==> src/rtl/regfile_writeback_queue_if.sv <==
// Request handshake and register-file write bus for the writeback queue.
// The master side issues requests; the slave side is the queue.
interface regfile_writeback_queue_if #(
  parameter int WORD_LENGTH = 32,
  parameter int ADDR_WIDTH  = 5
);
  logic                       req_valid;
  logic                       req_ready;
  logic [ADDR_WIDTH-1:0]      req_addr;
  logic [WORD_LENGTH-1:0]     req_data;
  logic                       rf_write;
  logic [(2**ADDR_WIDTH)-1:0] rf_enable;
  logic [WORD_LENGTH-1:0]     rf_data;

  modport master (
    output req_valid, req_addr, req_data,
    input  req_ready, rf_write, rf_enable, rf_data
  );

  modport slave (
    input  req_valid, req_addr, req_data,
    output req_ready, rf_write, rf_enable, rf_data
  );
endinterface

==> src/rtl/regfile_writeback_queue.sv <==
// In-order write queue in front of the register file write port: drains one
// entry per cycle and reports which registers still have writes in flight.
module regfile_writeback_queue #(
  parameter int WORD_LENGTH = 32,
  parameter int DEPTH       = 4,
  parameter int ADDR_WIDTH  = 5
) (
  input  logic                       clk,
  input  logic                       reset,
  regfile_writeback_queue_if.slave   bus,
  input  logic                       flush,
  output logic [(2**ADDR_WIDTH)-1:0] pending_mask,
  output logic [$clog2(DEPTH):0]     count,
  output logic                       busy
);
  localparam int NREG  = 2**ADDR_WIDTH;
  localparam int PTR_W = $clog2(DEPTH);
  localparam int CNT_W = PTR_W + 1;

  logic [ADDR_WIDTH-1:0]  addr_mem [DEPTH];
  logic [WORD_LENGTH-1:0] data_mem [DEPTH];
  logic [DEPTH-1:0]       slot_valid;
  logic [PTR_W-1:0]       wr_ptr;
  logic [PTR_W-1:0]       rd_ptr;
  logic                   push;
  logic                   store;
  logic                   pop;

  assign bus.req_ready = reset & ~flush & (count != CNT_W'(DEPTH));
  assign push          = bus.req_valid & bus.req_ready;
  // Writes to register 0 complete the handshake but are discarded.
  assign store         = push & (bus.req_addr != '0);
  assign pop           = (count != '0) & ~flush;

  always_ff @(posedge clk or negedge reset) begin
    if (!reset) begin
      wr_ptr     <= '0;
      rd_ptr     <= '0;
      count      <= '0;
      slot_valid <= '0;
    end else if (flush) begin
      wr_ptr     <= '0;
      rd_ptr     <= '0;
      count      <= '0;
      slot_valid <= '0;
    end else begin
      if (store) begin
        wr_ptr             <= wr_ptr + 1'b1;
        slot_valid[wr_ptr] <= 1'b1;
      end
      if (pop) begin
        rd_ptr             <= rd_ptr + 1'b1;
        slot_valid[rd_ptr] <= 1'b0;
      end
      case ({store, pop})
        2'b10:   count <= count + 1'b1;
        2'b01:   count <= count - 1'b1;
        default: count <= count;
      endcase
    end
  end

  always_ff @(posedge clk) begin
    if (store) begin
      addr_mem[wr_ptr] <= bus.req_addr;
      data_mem[wr_ptr] <= bus.req_data;
    end
  end

  // Output stage holds each write for exactly one cycle; rf_data keeps its last value.
  always_ff @(posedge clk or negedge reset) begin
    if (!reset) begin
      bus.rf_write  <= 1'b0;
      bus.rf_enable <= '0;
      bus.rf_data   <= '0;
    end else if (flush) begin
      bus.rf_write  <= 1'b0;
      bus.rf_enable <= '0;
    end else if (pop) begin
      bus.rf_write  <= 1'b1;
      bus.rf_enable <= NREG'(1) << addr_mem[rd_ptr];
      bus.rf_data   <= data_mem[rd_ptr];
    end else begin
      bus.rf_write  <= 1'b0;
      bus.rf_enable <= '0;
    end
  end

  always_comb begin
    pending_mask = bus.rf_write ? bus.rf_enable : '0;
    for (int i = 0; i < DEPTH; i++) begin
      if (slot_valid[i]) begin
        pending_mask = pending_mask | (NREG'(1) << addr_mem[i]);
      end
    end
  end

  assign busy = (count != '0) | bus.rf_write;
endmodule

==> src/flat_wrapper.sv <==
// flat-port wrapper written by rule: the top's interface ports become plain ports
module regfile_writeback_queue_flat 
#(
  parameter int WORD_LENGTH = 32,
  parameter int DEPTH       = 4,
  parameter int ADDR_WIDTH  = 5
)
  (clk, reset, flush, pending_mask, count, busy, bus_req_valid, bus_req_addr, bus_req_data, bus_req_ready, bus_rf_write, bus_rf_enable, bus_rf_data);
  regfile_writeback_queue_if #(.WORD_LENGTH(WORD_LENGTH), .ADDR_WIDTH(ADDR_WIDTH)) bus_i ();
  input  logic clk;
  input  logic reset;
  input  logic flush;
  output logic [(2**ADDR_WIDTH)-1:0] pending_mask;
  output logic [$clog2(DEPTH):0] count;
  output logic busy;
  input wire logic [$bits(bus_i.req_valid)-1:0] bus_req_valid;
  input wire logic [$bits(bus_i.req_addr)-1:0] bus_req_addr;
  input wire logic [$bits(bus_i.req_data)-1:0] bus_req_data;
  output wire logic [$bits(bus_i.req_ready)-1:0] bus_req_ready;
  output wire logic [$bits(bus_i.rf_write)-1:0] bus_rf_write;
  output wire logic [$bits(bus_i.rf_enable)-1:0] bus_rf_enable;
  output wire logic [$bits(bus_i.rf_data)-1:0] bus_rf_data;
  assign bus_i.req_valid = bus_req_valid;
  assign bus_i.req_addr = bus_req_addr;
  assign bus_i.req_data = bus_req_data;
  assign bus_req_ready = bus_i.req_ready;
  assign bus_rf_write = bus_i.rf_write;
  assign bus_rf_enable = bus_i.rf_enable;
  assign bus_rf_data = bus_i.rf_data;
  regfile_writeback_queue #(.WORD_LENGTH(WORD_LENGTH), .DEPTH(DEPTH), .ADDR_WIDTH(ADDR_WIDTH)) u_core (.clk(clk), .reset(reset), .bus(bus_i), .flush(flush), .pending_mask(pending_mask), .count(count), .busy(busy));
endmodule
==> config.mk <==
export PLATFORM = sky130hd
export DESIGN_NAME = regfile_writeback_queue_flat
export DESIGN_NICKNAME = d
export VERILOG_FILES = /design/src/rtl/regfile_writeback_queue_if.sv /design/src/rtl/regfile_writeback_queue.sv /design/src/flat_wrapper.sv
export SDC_FILE = /design/constraint.sdc
export NUM_CORES = 1
export LEC_CHECK = 0
export CORE_UTILIZATION = 24
export DETAILED_ROUTE_END_ITERATION = 16
export GPL_TIMING_DRIVEN = 0
export PLACE_DENSITY = 0.53
export REMOVE_ABC_BUFFERS = 1
export SKIP_LAST_GASP = 1
export SYNTH_ARGS = -nofsm -noshare
export SYNTH_HDL_FRONTEND = slang
export SYNTH_SLANG_ARGS = --single-unit
==> constraint.sdc <==
create_clock -name clk -period 4.9 [get_ports clk]
set_input_delay 0.49 -clock clk [delete_from_list [all_inputs] [get_ports clk]]
set_output_delay 0.49 -clock clk [all_outputs]
set_load 0.01 [all_outputs]
==> impl_metrics.prom, run 1 <==
# TYPE chip_impl_metric gauge
chip_impl_metric{name="power-per-cell-area",unit="mW/mm²"} 464.1
chip_impl_info{name="slowest_stage",value="sky130_fd_sc_hd__clkdlybuf4s50_1"} 1
chip_impl_metric{name="synthDistinctLibCells",unit=""} 47
chip_impl_info{name="most-common-layout-cells",value="148 x sky130_fd_sc_hd__edfxtp_1, 141 x sky130_fd_sc_hd__clkdlybuf4s50_1, 74 x sky130_fd_sc_hd__dfrtp_1"} 1
chip_impl_metric{name="initial_utilization",unit="%"} 24.47
chip_impl_metric{name="detailedRoute.firstIterationViolations",unit=""} 366
chip_impl_metric{name="drtAntennaViolNets",unit=""} 0
chip_impl_metric{name="synth_area",unit="mm²"} 0.009503
chip_impl_metric{name="number_of_gates_resized_after_cts",unit=""} 0
chip_impl_metric{name="h-tree-depth",unit=""} 1
chip_impl_metric{name="critical-path-max-stage-delay",unit="ns"} 0.59
chip_impl_metric{name="post_drt_via_cell_ratio",unit=""} 4.615
chip_impl_metric{name="yosys_warnings",unit=""} 0
chip_impl_metric{name="antenna_cells",unit=""} 0
chip_impl_metric{name="layout_min_cycle_time",unit="ns"} 3.298
chip_impl_metric{name="fin_worst_hold_slack",unit="ns"} 0.5043
chip_impl_metric{name="cts_num_sinks",unit=""} 224
chip_impl_info{name="cp-end-kind",value="primary output"} 1
chip_impl_metric{name="timing.critical_path.fanout_max",unit=""} 6
chip_impl_info{name="timing.rr.end",value="u_core.count[1]"} 1
chip_impl_metric{name="min_period_over_period",unit="%"} 67.31
chip_impl_info{name="clk_root_buffer_cell",value="sky130_fd_sc_hd__clkbuf_16"} 1
chip_impl_info{name="yosysTopAreaCell",value="sky130_fd_sc_hd__edfxtp_1"} 1
chip_impl_info{name="worstHoldPathType",value="flop to flop"} 1
chip_impl_info{name="worstReg2RegStart",value="u_core.count[2]"} 1
chip_impl_metric{name="cts.path.max_buffers",unit=""} 3
chip_impl_metric{name="worst_ep_required_time",unit="ns"} 4.41
chip_impl_metric{name="post_cts.repair.setup_buffers",unit=""} 0
chip_impl_metric{name="timing.fmax",unit="MHz"} 303.2
chip_impl_metric{name="firstDrtPassIters",unit=""} 5
chip_impl_info{name="post_synth_main_area_contributors",value="sky130_fd_sc_hd__edfxtp_1 47%, sky130_fd_sc_hd__dfrtp_1 20%, sky130_fd_sc_hd__mux4_2 8.8%, sky130_fd_sc_hd__mux2_2 3.8%, sky130_fd_sc_hd__nor2_1 2.6%"} 1
chip_impl_metric{name="clk_latency",unit="ns"} 0.55
chip_impl_metric{name="placed_area",unit="mm²"} 0.01162
chip_impl_metric{name="finalWeightedCongestion",unit=""} 0.9024
chip_impl_metric{name="detailed_place_hpwl",unit="µm"} 19750
chip_impl_metric{name="cells_on_worst_hold_path",unit=""} 1
chip_impl_metric{name="setup_viol_count_final",unit=""} 0
chip_impl_metric{name="relSlewSlack",unit="%"} 25.89
chip_impl_info{name="setup_repair_after_global_routing_missed_its_margin",value="false"} 1
chip_impl_metric{name="chipWidth",unit="µm"} 201.0
chip_impl_info{name="layout_commonest_cell",value="sky130_fd_sc_hd__edfxtp_1"} 1
chip_impl_metric{name="clock_skew",unit="ns"} 0.02519
chip_impl_metric{name="grt_start_max_net_pins",unit=""} 43
chip_impl_metric{name="hold_buffers",unit=""} 1
chip_impl_metric{name="stdcell_area",unit="mm²"} 0.01252
chip_impl_metric{name="design.portCount",unit=""} 143
chip_impl_metric{name="utilization",unit="%"} 32.25
chip_impl_metric{name="route.vias.total",unit=""} 6143
chip_impl_metric{name="footprint_of_the_multi_input_gates",unit="mm²"} 0.003024
chip_impl_metric{name="fill_cells",unit=""} 3834
chip_impl_metric{name="grt_pass1_vias",unit=""} 6381
chip_impl_metric{name="coreArea",unit="mm²"} 0.03883
chip_impl_metric{name="cellLeakagePower",unit="nW"} 4.297
chip_impl_metric{name="cts.reportedPaths.clkPinSlew",unit="ns"} 0.06
chip_impl_metric{name="postSynthAreaPerCell",unit="µm²"} 14.76
chip_impl_metric{name="postSynth.asyncResetShare",unit="%"} 33.93
chip_impl_metric{name="yosys_reg_bits",unit=""} 224
chip_impl_metric{name="fp-row-count",unit=""} 72
chip_impl_metric{name="groute.usage.overall",unit="%"} 13.53
chip_impl_metric{name="grt_pass1_wl",unit="µm"} 41210
chip_impl_metric{name="report.final.hold_viol_count",unit=""} 0
chip_impl_metric{name="die_height",unit="µm"} 201.0
chip_impl_metric{name="post_route_cells_drive_above_1_share",unit="%"} 16.48
chip_impl_metric{name="synth_seq_area_share",unit="%"} 66.78
chip_impl_metric{name="final_net_count",unit=""} 843
chip_impl_info{name="hold-path-endpoint",value="u_core.bus.rf_data[2]"} 1
chip_impl_metric{name="worstMarginPinSlew",unit="ns"} 1.112
chip_impl_metric{name="netlist_instances",unit=""} 644
chip_impl_metric{name="layout-area-overhead-vs-synth",unit="%"} 31.77
chip_impl_metric{name="place.port_buffers",unit=""} 142
chip_impl_metric{name="maxcap_violations",unit=""} 0
chip_impl_info{name="tritoncts",value="built"} 1
chip_impl_metric{name="synth_top_area_share",unit="%"} 46.77
chip_impl_metric{name="r2r_cells",unit=""} 6
chip_impl_metric{name="drc",unit=""} 0
chip_impl_metric{name="rrSetupSlack",unit="ns"} 2.21
chip_impl_metric{name="fp.dieArea",unit="mm²"} 0.04040
chip_impl_metric{name="power.ir.vdd_worst",unit="V"} 0.0002554
chip_impl_metric{name="drt-wirelength-per-cell",unit="µm"} 20.56
chip_impl_metric{name="seq_area",unit="mm²"} 0.006351
chip_impl_info{name="yosys_most_used_dff",value="sky130_fd_sc_hd__edfxtp_1"} 1
chip_impl_info{name="path_class",value="flop to primary output"} 1
chip_impl_info{name="min-delay-start",value="u_core.bus.rf_data[2]"} 1
chip_impl_info{name="startpoint",value="u_core.slot_valid[0]"} 1
chip_impl_metric{name="worstPathArrival",unit="ns"} 2.81
chip_impl_metric{name="antenna_found_initial",unit=""} 2
chip_impl_metric{name="synth_enable_flop_cells",unit=""} 148
chip_impl_metric{name="grt.overflow.total",unit=""} 0
chip_impl_info{name="critical_path.cell_chain",value="nor2b_1 -> nor3b_1 -> a22oi_1 -> o211ai_1 -> clkdlybuf4s50_1"} 1
chip_impl_info{name="worst_setup_path_start_kind",value="flop"} 1
chip_impl_metric{name="routed_wl",unit="µm"} 27360
chip_impl_metric{name="max_slew_violation_count",unit=""} 0
chip_impl_info{name="status",value="complete, no violations"} 1
chip_impl_metric{name="cts_made_buffers",unit=""} 26
-- worst max-delay path, delay by kind of cell, from the launching register on --
family / cells / cell delay (ns)
compound gates: 2 / 0.41
buf+inv: 1 / 0.59
flops: 1 / 0.45
simple gates: 2 / 0.83
-- metrics by stage --
stage / power [mW] / TNS (ns) / cells / worst slack (ns)
after CTS: 5.932 / 0 / 1331 / 1.612
after global routing: 6.110 / 0 / 1331 / 1.399
after detailed placement: 3.950 / 0 / 1282 / 1.134
after global placement: 3.932 / -464.13 / 1274 / -2.943
final: 5.811 / 0 / 1331 / 1.602
after floorplan: 3.210 / 0 / 614 / 1.912
-- cell families (layout without fill, tap and decap cells) --
| kind of cell | count (synthesis) | after routing | synth area share, % |
|---|---|---|---|
| AO/OA/AOI/OAI | 84 | 84 | 6.004 |
| XOR/XNOR | 2 | 2 | 0.1844 |
| adder cells (fa/ha/maj) | 9 | 9 | 1.264 |
| buffers and inverters | 36 | 205 | 1.527 |
| flip-flops | 224 | 224 | 66.78 |
| multiplexers | 70 | 70 | 12.67 |
| AND/OR/NAND/NOR | 219 | 219 | 11.57 |
-- area by class of cell --
class,instances,share of cell area [%]
Inverter,6,0.1799
Multi-Input combinational cell,384,24.15
Clock buffer,37,6.005
Clock inverter,11,1.079
Timing Repair Buffer,151,12.69
Tap cell,518,5.176
Sequential cell,224,50.72
-- worst max path at each step --
| stage | slack, ns | endpoint |
|---|---|---|
| 2_1_floorplan | 1.91 | u_core.addr_mem[0][0] |
| 6_report | 1.60 | pending_mask[8] |
| 5_1_grt | 1.40 | pending_mask[8] |
| 3_3_place_gp | -2.94 | u_core.data_mem[1][28] |
| 4_1_cts | 1.61 | pending_mask[8] |
| 3_5_place_dp | 1.13 | u_core.data_mem[3][28] |
-- Yosys cell counts, types with 16 or more instances --
cell type / count
sky130_fd_sc_hd__nand2_1: 43
sky130_fd_sc_hd__mux2_2: 32
sky130_fd_sc_hd__nor2_1: 66
sky130_fd_sc_hd__mux4_2: 37
sky130_fd_sc_hd__dfrtp_1: 76
sky130_fd_sc_hd__clkbuf_1: 22
sky130_fd_sc_hd__o21ai_0: 18
sky130_fd_sc_hd__o22ai_1: 20
sky130_fd_sc_hd__nand2b_1: 16
sky130_fd_sc_hd__or3_1: 19
sky130_fd_sc_hd__nand3_1: 18
sky130_fd_sc_hd__edfxtp_1: 148
-- report_power, final --
part	switching (mW)	internal [mW]	leakage, nW
combinational	0.600	0.804	1.54
clock	0.765	1.18	0.435
sequential	0.244	2.22	2.32
total	1.61	4.20	4.30
-- metal layers --
metal  up-vias  wire length, µm  global-route usage (%)
met4         0              952                   4.198
met2       241            13010                   22.38
met1      3082            11320                   17.23
met5         -                0                       0
li1       2767                -                       -
met3        53             2088                   3.555
-- state kept, by name, indices dropped and copies added, names as in the netlist --
register	count
u_core.addr_mem	20
u_core.bus.rf_data	32
u_core.bus.rf_enable	32
u_core.bus.rf_write	1
u_core.count	3
u_core.data_mem	128
u_core.rd_ptr	2
u_core.slot_valid	4
u_core.wr_ptr	2
(Power assumes the default switching activity.)
==> run 2: changes to the inputs <==
PLACE_DENSITY = 0.54   (was 0.53)
clock period = 2.9 ns   (was 4.9 ns; I/O delays follow)
==> impl_metrics.prom, run 2 (synthesis results as in run 1) <==
# TYPE chip_impl_metric gauge
chip_impl_info{name="status",value="complete, no violations"} 1
chip_impl_metric{name="chipWidth",unit="µm"} 201.0
chip_impl_metric{name="post_drt_via_cell_ratio",unit=""} 4.617
chip_impl_info{name="path_class",value="flop to primary output"} 1
chip_impl_metric{name="detailedPlace.worstSlack",unit="ns"} -0.7843
chip_impl_metric{name="timing.fmax",unit="MHz"} 346.3
chip_impl_metric{name="finalWeightedCongestion",unit=""} 0.9125
chip_impl_metric{name="power-per-cell-area",unit="mW/mm²"} 771.3
chip_impl_metric{name="clk_latency",unit="ns"} 0.54
chip_impl_metric{name="coreArea",unit="mm²"} 0.03883
chip_impl_info{name="slowest_stage",value="sky130_fd_sc_hd__clkdlybuf4s50_1"} 1
chip_impl_metric{name="place.port_buffers",unit=""} 142
chip_impl_metric{name="cellLeakagePower",unit="nW"} 4.286
chip_impl_metric{name="worstPathArrival",unit="ns"} 2.60
chip_impl_metric{name="grt_start_max_net_pins",unit=""} 52
chip_impl_metric{name="relSlewSlack",unit="%"} 42.35
chip_impl_metric{name="fin_worst_hold_slack",unit="ns"} 0.2855
chip_impl_metric{name="drtAntennaViolNets",unit=""} 0
chip_impl_metric{name="report.final.hold_viol_count",unit=""} 0
chip_impl_metric{name="worstMarginPinSlew",unit="ns"} 0.8648
chip_impl_metric{name="detailed_place_hpwl",unit="µm"} 19530
chip_impl_metric{name="min_period_over_period",unit="%"} 99.59
chip_impl_metric{name="timing.final.ws_setup",unit="ns"} 0.01196
chip_impl_info{name="layout_commonest_cell",value="sky130_fd_sc_hd__edfxtp_1"} 1
chip_impl_metric{name="antenna_cells",unit=""} 0
chip_impl_info{name="most-common-layout-cells",value="148 x sky130_fd_sc_hd__edfxtp_1, 140 x sky130_fd_sc_hd__clkdlybuf4s50_1, 73 x sky130_fd_sc_hd__dfrtp_1"} 1
chip_impl_metric{name="setup_viol_count_final",unit=""} 0
chip_impl_metric{name="initial_utilization",unit="%"} 24.47
chip_impl_metric{name="total_power",unit="mW"} 9.656
chip_impl_metric{name="design.portCount",unit=""} 143
chip_impl_metric{name="stdcell_area",unit="mm²"} 0.01252
chip_impl_metric{name="clock_skew",unit="ns"} 0.02474
chip_impl_metric{name="largest_register_ffs",unit=""} 128
chip_impl_metric{name="dpl.cell_count",unit=""} 1281
chip_impl_metric{name="antenna_found_initial",unit=""} 1
chip_impl_metric{name="detailedRoute.firstIterationViolations",unit=""} 334
chip_impl_info{name="cp_top_family",value="buffers and inverters"} 1
chip_impl_metric{name="firstDrtPassIters",unit=""} 5
chip_impl_metric{name="die_height",unit="µm"} 201.0
chip_impl_metric{name="route.vias.total",unit=""} 6154
chip_impl_metric{name="worst-path-buf-inv",unit=""} 1
chip_impl_metric{name="drc",unit=""} 0
chip_impl_info{name="critical_path.cell_chain",value="nand2b_1 -> o21ai_0 -> or3_1 -> clkdlybuf4s50_1"} 1
chip_impl_metric{name="cts_made_buffers",unit=""} 25
chip_impl_metric{name="grt_pass1_wl",unit="µm"} 40830
chip_impl_metric{name="layout-area-overhead-vs-synth",unit="%"} 31.74
chip_impl_metric{name="fill_cells",unit=""} 3819
chip_impl_info{name="setup_repair_after_global_routing_missed_its_margin",value="false"} 1
chip_impl_metric{name="routed_wl",unit="µm"} 27360
chip_impl_info{name="clk_root_buffer_cell",value="sky130_fd_sc_hd__clkbuf_16"} 1
chip_impl_metric{name="cts_num_sinks",unit=""} 224
chip_impl_metric{name="power.ir.vdd_worst",unit="V"} 0.0005184
chip_impl_metric{name="fp.dieArea",unit="mm²"} 0.04040
chip_impl_metric{name="tns",unit="ns"} 0
chip_impl_metric{name="critical-path-max-stage-delay",unit="ns"} 0.58
chip_impl_info{name="tritoncts",value="built"} 1
chip_impl_metric{name="max_slew_violation_count",unit=""} 0
chip_impl_metric{name="layout_min_cycle_time",unit="ns"} 2.888
chip_impl_metric{name="h-tree-depth",unit=""} 1
chip_impl_metric{name="cts.path.max_buffers",unit=""} 3
chip_impl_info{name="largest-register",value="u_core.data_mem"} 1
chip_impl_metric{name="final_net_count",unit=""} 846
chip_impl_info{name="worst_setup_path_start_kind",value="flop"} 1
chip_impl_metric{name="worst_ep_required_time",unit="ns"} 2.61
chip_impl_metric{name="grt.overflow.total",unit=""} 0
chip_impl_info{name="worstHoldPathType",value="input pin to asynchronous set/reset pin"} 1
chip_impl_metric{name="post_route_cells_drive_above_1_share",unit="%"} 17.18
chip_impl_metric{name="cts.reportedPaths.clkPinSlew",unit="ns"} 0.06
chip_impl_metric{name="groute.usage.overall",unit="%"} 13.37
chip_impl_metric{name="grt_pass1_vias",unit=""} 6241
chip_impl_metric{name="layout.cells.non_filler",unit=""} 1333
chip_impl_metric{name="fp-row-count",unit=""} 72
chip_impl_metric{name="maxcap_violations",unit=""} 0
chip_impl_info{name="largest_registers",value="u_core.data_mem (128), u_core.bus.rf_data (32), u_core.bus.rf_enable (32)"} 1
chip_impl_info{name="cp-end-kind",value="primary output"} 1
chip_impl_metric{name="timing.critical_path.fanout_max",unit=""} 10
chip_impl_metric{name="placed_area",unit="mm²"} 0.01162
chip_impl_metric{name="utilization",unit="%"} 32.24
chip_impl_metric{name="drt-wirelength-per-cell",unit="µm"} 20.52
-- run 2: cell count changes in the layout (fill, tap and decap cells not counted), moves of 2 or more --
| cell | change |
|---|---|
| sky130_fd_sc_hd__buf_4 | +5 |
| sky130_fd_sc_hd__clkbuf_1 | +2 |
| sky130_fd_sc_hd__clkbuf_8 | -5 |
| sky130_fd_sc_hd__clkinv_1 | +2 |
| sky130_fd_sc_hd__nand2b_1 | -2 |
| sky130_fd_sc_hd__nand2b_2 | +2 |
| sky130_fd_sc_hd__nor2b_1 | -2 |
| sky130_fd_sc_hd__nor2b_2 | +2 |
-- run 2: area by class of cell --
type	instances	area, µm²	share of cell area, %
Inverter	6	22.52	0.1799
Timing Repair Buffer	155	1620	12.94
Multi-Input combinational cell	384	3063	24.47
Tap cell	518	648.1	5.177
Clock inverter	11	97.59	0.7795
Sequential cell	224	6352	50.74
Clock buffer	35	715.7	5.717
-- run 2: what timing repair did --
| item | CTS | global route |
|---|---|---|
| setup buffers | 2 | 3 |
| pin swaps | 0 | 1 |
| hold buffers | 1 | 0 |
| endpoints found under the hold margin | 25 | 0 |
| endpoints found under the setup margin | 123 | 13 |
| resized for setup | 4 | 6 |
-- run 2: worst paths after layout --
| check | startpoint | to | slack (ns) | cells past startpoint |
|---|---|---|---|---|
| min | reset | u_core.bus.rf_data[10] | 0.29 | 2 |
| min reg2reg | u_core.bus.rf_data[11] | u_core.bus.rf_data[11] | 0.51 | 1 |
| max reg2reg | u_core.count[1] | u_core.count[1] | 0.41 | 5 |
| max | u_core.addr_mem[2][3] | pending_mask[22] | 0.01 | 4 |
| min in group clk | bus_req_data[0] | u_core.data_mem[1][0] | 0.39 | 1 |
| max in group asynchronous | reset | u_core.rd_ptr[0] | 1.96 | 3 |
-- run 2: metal layers --
layer / up-vias / share of wire [%] / global-route usage, %
li1: 2764 / - / -
met1: 3109 / 44 / 17.60
met2: 228 / 46 / 21.28
met3: 51 / 6.6 / 3.458
met4: 2 / 3.3 / 4.607
met5: - / 0.062 / 0
-- run 2: report_power, final --
| part | internal [mW] | switching (mW) |
|---|---|---|
| Sequential | 3.75 | 0.435 |
| Combinational | 1.36 | 1.01 |
| Clock | 1.82 | 1.28 |
| Total | 6.94 | 2.72 |
==> run 3: changes to the inputs <==
clock period = 2.6 ns   (was 2.9 ns; I/O delays follow)
==> impl_metrics.prom, run 3 (synthesis results as in run 1) <==
# TYPE chip_impl_metric gauge
chip_impl_info{name="status",value="complete, no violations"} 1
chip_impl_metric{name="worst-path-buf-inv",unit=""} 3
chip_impl_metric{name="cellLeakagePower",unit="nW"} 4.867
chip_impl_metric{name="max_slew_violation_count",unit=""} 0
chip_impl_metric{name="final_net_count",unit=""} 891
chip_impl_metric{name="timing.final.ws_setup",unit="ns"} 0.03267
chip_impl_metric{name="fill_cells",unit=""} 3796
chip_impl_info{name="largest-register",value="u_core.data_mem"} 1
chip_impl_info{name="slowest_stage",value="sky130_fd_sc_hd__edfxtp_1"} 1
chip_impl_metric{name="report.final.hold_viol_count",unit=""} 0
chip_impl_metric{name="groute.usage.overall",unit="%"} 13.67
chip_impl_metric{name="antenna_found_initial",unit=""} 2
chip_impl_info{name="cp-end-kind",value="primary output"} 1
chip_impl_metric{name="largest_register_ffs",unit=""} 128
chip_impl_metric{name="chipWidth",unit="µm"} 201.0
chip_impl_metric{name="timing.fmax",unit="MHz"} 389.5
chip_impl_metric{name="seq_area",unit="mm²"} 0.006357
chip_impl_metric{name="post_route_cells_drive_above_1_share",unit="%"} 25.35
chip_impl_metric{name="cts_num_sinks",unit=""} 224
chip_impl_metric{name="drtAntennaViolNets",unit=""} 0
chip_impl_metric{name="relSlewSlack",unit="%"} 42.11
chip_impl_metric{name="placed_area",unit="mm²"} 0.01162
chip_impl_info{name="timing.critical_path.mode_cell",value="sky130_fd_sc_hd__buf_4"} 1
chip_impl_metric{name="grt_pass1_vias",unit=""} 6416
chip_impl_metric{name="layout.cells.non_filler",unit=""} 1379
chip_impl_metric{name="worstMarginPinSlew",unit="ns"} 0.8684
chip_impl_metric{name="clk_latency",unit="ns"} 0.54
chip_impl_metric{name="worst_ep_required_time",unit="ns"} 2.34
chip_impl_metric{name="detailedPlace.worstSlack",unit="ns"} -1.054
chip_impl_info{name="tritoncts",value="built"} 1
chip_impl_metric{name="h-tree-depth",unit=""} 1
chip_impl_metric{name="min_period_over_period",unit="%"} 98.74
chip_impl_metric{name="place.port_buffers",unit=""} 142
chip_impl_info{name="worstHoldPathType",value="input pin to asynchronous set/reset pin"} 1
chip_impl_info{name="clk_root_buffer_cell",value="sky130_fd_sc_hd__clkbuf_16"} 1
chip_impl_metric{name="die_height",unit="µm"} 201.0
chip_impl_metric{name="detailed_place_hpwl",unit="µm"} 19530
chip_impl_metric{name="post_drt_via_cell_ratio",unit=""} 4.646
chip_impl_metric{name="grt.overflow.total",unit=""} 0
chip_impl_metric{name="cts_made_buffers",unit=""} 25
chip_impl_info{name="worstReg2RegStart",value="u_core.count[2]"} 1
chip_impl_metric{name="footprint_of_the_multi_input_gates",unit="mm²"} 0.003222
chip_impl_metric{name="critical-path-max-stage-delay",unit="ns"} 0.50
chip_impl_metric{name="maxcap_violations",unit=""} 0
chip_impl_metric{name="coreArea",unit="mm²"} 0.03883
chip_impl_info{name="layout_commonest_cell",value="sky130_fd_sc_hd__edfxtp_1"} 1
chip_impl_metric{name="setup_viol_count_final",unit=""} 0
chip_impl_metric{name="fp-row-count",unit=""} 72
chip_impl_metric{name="routed_wl",unit="µm"} 28590
chip_impl_info{name="critical_path.cell_chain",value="buf_4 -> nand4_1 -> buf_4 -> o22ai_1 -> or3_1 -> dlygate4sd2_1"} 1
chip_impl_metric{name="layout-area-overhead-vs-synth",unit="%"} 37.54
chip_impl_info{name="setup_repair_after_global_routing_missed_its_margin",value="true"} 1
chip_impl_metric{name="clock_skew",unit="ns"} 0.02384
chip_impl_metric{name="layout_min_cycle_time",unit="ns"} 2.567
chip_impl_metric{name="drc",unit=""} 0
chip_impl_metric{name="dpl.cell_count",unit=""} 1281
chip_impl_info{name="path_class",value="flop to primary output"} 1
chip_impl_metric{name="drt-wirelength-per-cell",unit="µm"} 20.73
chip_impl_metric{name="fin_worst_hold_slack",unit="ns"} 0.3022
chip_impl_metric{name="timing.critical_path.fanout_max",unit=""} 5
chip_impl_metric{name="grt_pass1_wl",unit="µm"} 41690
chip_impl_metric{name="worstPathArrival",unit="ns"} 2.31
chip_impl_metric{name="initial_utilization",unit="%"} 24.47
chip_impl_info{name="cp_top_family",value="buffers and inverters"} 1
chip_impl_info{name="startpoint",value="u_core.addr_mem[1][4]"} 1
chip_impl_metric{name="fp.dieArea",unit="mm²"} 0.04040
chip_impl_metric{name="design.portCount",unit=""} 143
chip_impl_info{name="worst_setup_path_start_kind",value="flop"} 1
chip_impl_metric{name="finalWeightedCongestion",unit=""} 0.9125
chip_impl_metric{name="detailedRoute.firstIterationViolations",unit=""} 355
chip_impl_metric{name="stdcell_area",unit="mm²"} 0.01307
chip_impl_metric{name="route.vias.total",unit=""} 6407
chip_impl_info{name="largest_registers",value="u_core.data_mem (128), u_core.bus.rf_data (32), u_core.bus.rf_enable (32)"} 1
chip_impl_metric{name="cts.reportedPaths.clkPinSlew",unit="ns"} 0.06
chip_impl_metric{name="power.ir.vdd_worst",unit="V"} 0.0005794
chip_impl_metric{name="grt_start_max_net_pins",unit=""} 52
chip_impl_info{name="most-common-layout-cells",value="148 x sky130_fd_sc_hd__edfxtp_1, 110 x sky130_fd_sc_hd__clkdlybuf4s50_1, 71 x sky130_fd_sc_hd__dfrtp_1"} 1
chip_impl_metric{name="cts.path.max_buffers",unit=""} 3
chip_impl_metric{name="firstDrtPassIters",unit=""} 5
chip_impl_metric{name="power-per-cell-area",unit="mW/mm²"} 837.7
-- run 3: cell count changes in the layout (fill, tap and decap cells not counted), moves of 8 or more --
cell	previous run	this run
sky130_fd_sc_hd__buf_4	6	48
sky130_fd_sc_hd__clkdlybuf4s50_1	140	110
sky130_fd_sc_hd__dlygate4sd2_1	1	18
sky130_fd_sc_hd__dlymetal6s2s_1	0	12
sky130_fd_sc_hd__o21ai_0	18	7
sky130_fd_sc_hd__o21ai_1	0	9
sky130_fd_sc_hd__nand3_1	18	10
sky130_fd_sc_hd__nand3_2	0	8
-- run 3: per-layer routing --
| metal | up-vias | wire [µm] | share of wire [%] | track usage [%] |
|---|---|---|---|---|
| met4 | 2 | 1043 | 3.6 | 4.771 |
| met2 | 268 | 13280 | 46 | 21.90 |
| met3 | 64 | 2025 | 7.1 | 3.490 |
| li1 | 2859 | - | - | - |
| met1 | 3214 | 12230 | 43 | 17.86 |
| met5 | - | 12 | 0.042 | 0 |
-- run 3: worst paths after layout --
path	to	slack, ns	cells after the start
setup / recovery	pending_mask[19]	0.03	6
hold / removal	u_core.count[2]	0.30	3
setup reg to reg	u_core.count[1]	0.29	6
hold reg to reg	u_core.bus.rf_data[11]	0.51	1
max in group asynchronous	u_core.rd_ptr[0]	1.97	3
min in group clk	u_core.data_mem[1][0]	0.36	1
-- run 3: what timing repair did --
| action | in CTS | in global routing |
|---|---|---|
| hold buffers | 2 | 0 |
| setup endpoints to repair | 183 | 21 |
| setup buffers | 23 | 26 |
| endpoints found under the hold margin | 25 | 0 |
| gates resized for setup | 63 | 36 |
| cloned | 0 | 0 |
| pin swaps | 2 | 5 |
-- run 3: area by class of cell --
cell class,instances,share of cell area (%)
inverters,6,0.1723
clock buffers,35,5.476
clock inverters,11,0.7467
repair buffers,200,15.34
well taps,518,4.959
multi-input cells,384,24.65
flip-flops and latches,224,48.64
diodes,1,0.01915
-- run 3: per-stage QoR --
step	total power [mW]	util, %	TNS (ns)
final	10.95	33.66	0
after global routing	11.50	33.66	-0.06194
after CTS	10.99	32.84	-0.4358
after detailed placement	7.455	29.94	-123.51
after global placement	7.429	29.49	-1071.21
after floorplan	6.049	-	-67.88
-- run 3: where the power goes --
group | internal, mW | total, mW | switching, mW
Clock | 2.03 | 3.46 | 1.43
Combinational | 1.64 | 2.86 | 1.22
Sequential | 4.19 | 4.63 | 0.437
-- run 3: worst reg2reg max path, stage by stage (launching register included) --
cell	delay [ns]
sky130_fd_sc_hd__dfrtp_1	0.46
sky130_fd_sc_hd__nor3b_1	0.21
sky130_fd_sc_hd__a211oi_4	0.27
sky130_fd_sc_hd__nor3_1	0.09
sky130_fd_sc_hd__fa_1	0.53
sky130_fd_sc_hd__or4b_2	0.58
sky130_fd_sc_hd__nand3_1	0.09
